<file path="src/rtl/serial_sum_collector_pkg.sv">
// Shared constants for the serial sum collector: FSM encoding, default word
// width and the bit-counter width helper.
package serial_sum_collector_pkg;

  localparam int SSC_WIDTH = 8;
  localparam int STATE_W   = 2;

  localparam logic [STATE_W-1:0] ST_IDLE    = 2'd0;
  localparam logic [STATE_W-1:0] ST_COLLECT = 2'd1;
  localparam logic [STATE_W-1:0] ST_HOLD    = 2'd2;

  function automatic int cnt_width(input int width);
    return $clog2(width) + 1;
  endfunction

endpackage

</file>
<file path="src/rtl/serial_sum_collector_shift_reg.sv">
// Right shift register: new bit enters at the MSB, clear has priority over enable.
module ssc_shift_reg #(
  parameter int WIDTH = 8
) (
  input  logic             clk,
  input  logic             reset,
  input  logic             clear,
  input  logic             en,
  input  logic             din,
  output logic [WIDTH-1:0] q
);

  always_ff @(posedge clk or posedge reset) begin
    if (reset) begin
      q <= '0;
    end else if (clear) begin
      q <= '0;
    end else if (en) begin
      q <= {din, q[WIDTH-1:1]};
    end
  end

endmodule

</file>
<file path="src/rtl/serial_sum_collector.sv">
// Collects LSB-first sum bits from an upstream serial adder into a WIDTH-bit
// word plus final carry, and hands each word off over a valid/ready port.
module serial_sum_collector
  import serial_sum_collector_pkg::*;
#(
  parameter int WIDTH = SSC_WIDTH
) (
  input  logic               clk,
  input  logic               reset,
  input  logic               start,
  input  logic               in_valid,
  input  logic               z_in,
  input  logic               cout_in,
  output logic               in_ready,
  output logic               out_valid,
  input  logic               out_ready,
  output logic [WIDTH-1:0]   out_word,
  output logic               out_carry,
  output logic [7:0]         word_cnt,
  output logic [STATE_W-1:0] fsm_state
);

  localparam int CNT_W = cnt_width(WIDTH);

  logic [STATE_W-1:0] state;
  logic [CNT_W-1:0]   bit_cnt;
  logic [WIDTH-1:0]   sr_q;
  logic               accept;
  logic               last_bit;
  logic               handoff;
  logic               sr_clear;

  // Handshakes: a bit transfers on a cycle with in_valid && in_ready (and no
  // start); a word transfers on out_valid && out_ready. Neither side may
  // withdraw a raised valid, and out_word/out_carry stay stable while valid.
  assign in_ready  = (state == ST_COLLECT);
  assign out_valid = (state == ST_HOLD);
  assign fsm_state = state;

  assign accept   = in_ready && in_valid && !start;
  assign last_bit = accept && (bit_cnt == CNT_W'(WIDTH - 1));
  assign handoff  = out_valid && out_ready;
  assign sr_clear = start && ((state == ST_IDLE) || (state == ST_COLLECT) || handoff);

  ssc_shift_reg #(.WIDTH(WIDTH)) u_shift_reg (
    .clk   (clk),
    .reset (reset),
    .clear (sr_clear),
    .en    (accept),
    .din   (z_in),
    .q     (sr_q)
  );

  always_ff @(posedge clk or posedge reset) begin
    if (reset) begin
      state     <= ST_IDLE;
      bit_cnt   <= '0;
      out_word  <= '0;
      out_carry <= 1'b0;
      word_cnt  <= 8'd0;
    end else begin
      case (state)
        ST_IDLE: begin
          if (start) begin
            state   <= ST_COLLECT;
            bit_cnt <= '0;
          end
        end
        ST_COLLECT: begin
          if (start) begin
            bit_cnt <= '0;
          end else if (last_bit) begin
            // The final bit is merged here rather than read back from the register.
            out_word  <= {z_in, sr_q[WIDTH-1:1]};
            out_carry <= cout_in;
            bit_cnt   <= '0;
            state     <= ST_HOLD;
          end else if (accept) begin
            bit_cnt <= bit_cnt + 1'b1;
          end
        end
        ST_HOLD: begin
          if (out_ready) begin
            word_cnt <= word_cnt + 8'd1;
            bit_cnt  <= '0;
            state    <= start ? ST_COLLECT : ST_IDLE;
          end
        end
        default: state <= ST_IDLE;
      endcase
    end
  end

endmodule

</file>
<file path="config.mk">
export PLATFORM = sky130hd
export DESIGN_NAME = serial_sum_collector
export DESIGN_NICKNAME = d
export VERILOG_FILES = /design/src/rtl/serial_sum_collector_pkg.sv /design/src/rtl/serial_sum_collector_shift_reg.sv /design/src/rtl/serial_sum_collector.sv
export SDC_FILE = /design/constraint.sdc
export NUM_CORES = 1
export LEC_CHECK = 0
export ABC_AREA = 1
export CAP_MARGIN = 20
export CORE_MARGIN = 8
export CORE_UTILIZATION = 30
export DETAILED_ROUTE_END_ITERATION = 10
export HOLD_SLACK_MARGIN = 0.05
export PLACE_DENSITY_LB_ADDON = 0.25
export SYNTH_ARGS = -nofsm -noshare
export SYNTH_HDL_FRONTEND = slang
export SYNTH_SLANG_ARGS = --single-unit
</file>
<file path="constraint.sdc">
create_clock -name clk -period 3.5 [get_ports clk]
set_clock_uncertainty 0.05 [all_clocks]
set_input_delay 0.35 -clock clk [delete_from_list [all_inputs] [get_ports clk]]
set_output_delay 0.35 -clock clk [all_outputs]
set_load 0.02 [all_outputs]
</file>
==> impl_metrics.ini <==
[sta]
worstMarginPinSlew_ns = 0.703
finalSetupViolCount = 0
fin_setup_tns_ns = 0
fin_crit_sh = 0.617
period_needed_ns = 2.16
slew_viol_final = 0
hold_ws_ns = 0.406
rsz0062_at_grt = no
finalHoldViolCount = 0
setup_ws_ns = 1.34
fmax_ghz = 0.463
relSlewSlack = 0.530

[grt]
grt_pass1_vias = 1138
grt_pass1_wl_um = 5290
busiest_layer = met2
use_met1 = 0.112
grt.total_usage = 0.0907
overflow = 0
antenna_found_initial = 0
met2_usage = 0.134
grt_use_met3 = 0.0381
grt_max_degree = 31

[route]
drt-pass1-iter-count = 4
drc = 0
drt-total-wl_um = 2900
wl_per_cell_um = 11.7
ant_nets = 0
vias_per_cell = 4.55
first_iter_violations = 50
dr_total_vias = 1124

[placement]
pre_cts_slack_ns = 1.60
port_buffers = 27
gp_congestion = 0.728
post-dp-hpwl_um = 2170

[power_and_ir_drop]
power_density_nw_per_um2 = 376
power.total_mw = 0.674
switching_share = 0.223
p_sw_mw = 0.150
p_int_mw = 0.524
ir_worst_vdd_mv = 0.184
seq_power_share = 0.532
p_clk_frac = 0.390
p_leak_nw = 0.915
comb_power_share = 0.077

[worst_setup_path]
required_ns = 3.10
cp_data_arrival_time_ns = 1.76
rr_worst_depth = 6
r2r-end = out_word[1]
crit_path_max_fanout = 8
critical_path_class = reg2out
timing.rr.start = bit_cnt[0]
cp-start-kind = flop
rrSetupSlack_ns = 1.66
end_kind = output port

[cells_and_area]
diodes = 0
area_delta_synth_final_pct = 28.9
num-nets-final = 205
post-route-util = 0.406
drive_gt1_frac = 0.0718
fillers = 463

[floorplanning]
initial_core_util = 0.315
fp.dieH_um = 84.1
die-area_um2 = 7070
num_rows = 24
die_w_um = 84.1
pin_count = 28
coreArea_um2 = 4410

[synthesis]
async_reset_ff_frac = 1.00
syn-num-nets = 173
synth_warnings = 0
syn_area_um2 = 1390
synth.distinct_cells = 22
synthXorXnorAreaFrac = 0.0315
synth_flop_cell = dfrtp_1
synthMuxAreaShare = 0
synthAdderAreaFrac = 0.0180
synth_compound_area_frac = 0.0351
synth-seq-cells = 30
synth_simple_gate_area_share = 0.297
syn_inst = 164
seq_area_frac_synth = 0.540
synth-edff-count = 0
synth_area_per_cell_um2 = 8.48
synth_top_family_by_area = simple AND/OR/NAND/NOR gates

[clocking]
clk_pin_slew_ns = 0.06
cts_buffer_depth = 2
post-cts-setup-buffers = 0
worstSkewPairLatency_ns = 0.27
clock-sinks = 30
htreeDepth = 2
postCtsHoldBufs = 0
numCtsBuffers = 5
ctsResizeCount = 0
cts-root-buf = clkbuf_8
cts_tree = built

[min_path]
hold_path.class = in2async

[run]
drv_cap = 0

[run_status]
outcome = finished, final reports clean
-- registers in the layout (all words and copies together), names as in the netlist --
name and count:
fsm_state 2, bit_cnt 4, u_shift_reg.q 7, out_word 8, out_carry 1, word_cnt 8
-- routing by layer --
metal	vias to the layer above	routed length, um
met5	-	0
met4	0	52
met3	7	155
met2	20	1340
met1	519	1350
li1	578	-
-- layout make-up --
| type | instances | area [um^2] | share of cell area |
|---|---|---|---|
| sequential | 30 | 751 | 0.419 |
| multi-input combinational | 108 | 531 | 0.296 |
| timing repair buffer | 28 | 278 | 0.155 |
| inverter | 23 | 86.3 | 0.0482 |
| clock buffer | 6 | 82.6 | 0.0461 |
| tap | 52 | 65.1 | 0.0363 |
-- through the flow --
step	instance area, um^2	instances
floorplan	1390	164
global placement	1710	241
detailed placement	1710	241
CTS	1790	247
global route	1790	247
finish	1790	247
-- power by group through the flow --
stage	clock [mW]	sequential [mW]	combinational, mW
detailed placement	0	0.365	0.0536
global placement	0	0.365	0.0537
global route	0.287	0.360	0.0599
finish	0.263	0.359	0.0522
floorplan	0	0.365	0.0317
CTS	0.276	0.359	0.0537
-- synth_stat cells, types with 2 or more instances --
cell	number	area share
dfrtp_1	30	0.54
inv_1	21	0.057
ha_1	2	0.018
inv_2	2	0.0054
o22ai_1	5	0.022
nand4_1	2	0.0090
o21ai_0	2	0.0072
nand2_1	57	0.15
xor2_1	3	0.019
xnor2_1	2	0.013
nor2_1	7	0.019
nand3_1	21	0.076
-- worst max-delay path, stage by stage, from the launching register on --
cell,delay [ns]
dfrtp_1,0.51
inv_1,0.12
nor2_1,0.21
clkdlybuf4s50_1,0.65
-- worst max path at each step --
| stage | startpoint | to | slack, ns |
|---|---|---|---|
| 6_report | fsm_state[1] | out_valid | 1.34 |
| 5_1_grt | fsm_state[1] | out_valid | 1.25 |
| 4_1_cts | fsm_state[1] | out_valid | 1.33 |
| 3_5_place_dp | start | fsm_state[0] | 1.60 |
| 3_3_place_gp | fsm_state[1] | out_valid | 1.63 |
| 2_1_floorplan | fsm_state[1] | word_cnt[2] | 1.99 |
-- cell usage in the layout, fill, tap and decap left out, types with 3 or more instances in the layout --
master,n
dfrtp_1,30
nor2_1,7
nand2_1,57
clkbuf_8,6
clkdlybuf4s50_1,27
xor2_1,3
nand3_1,21
o22ai_1,5
inv_1,21
-- kinds of logic after synthesis --
family	Yosys count
buf+inv	26
fa+ha+maj	2
simple gates	93
compound gates	8
flops	30
xor+xnor	5
No activity file was read; power rests on OpenSTA's default activity.
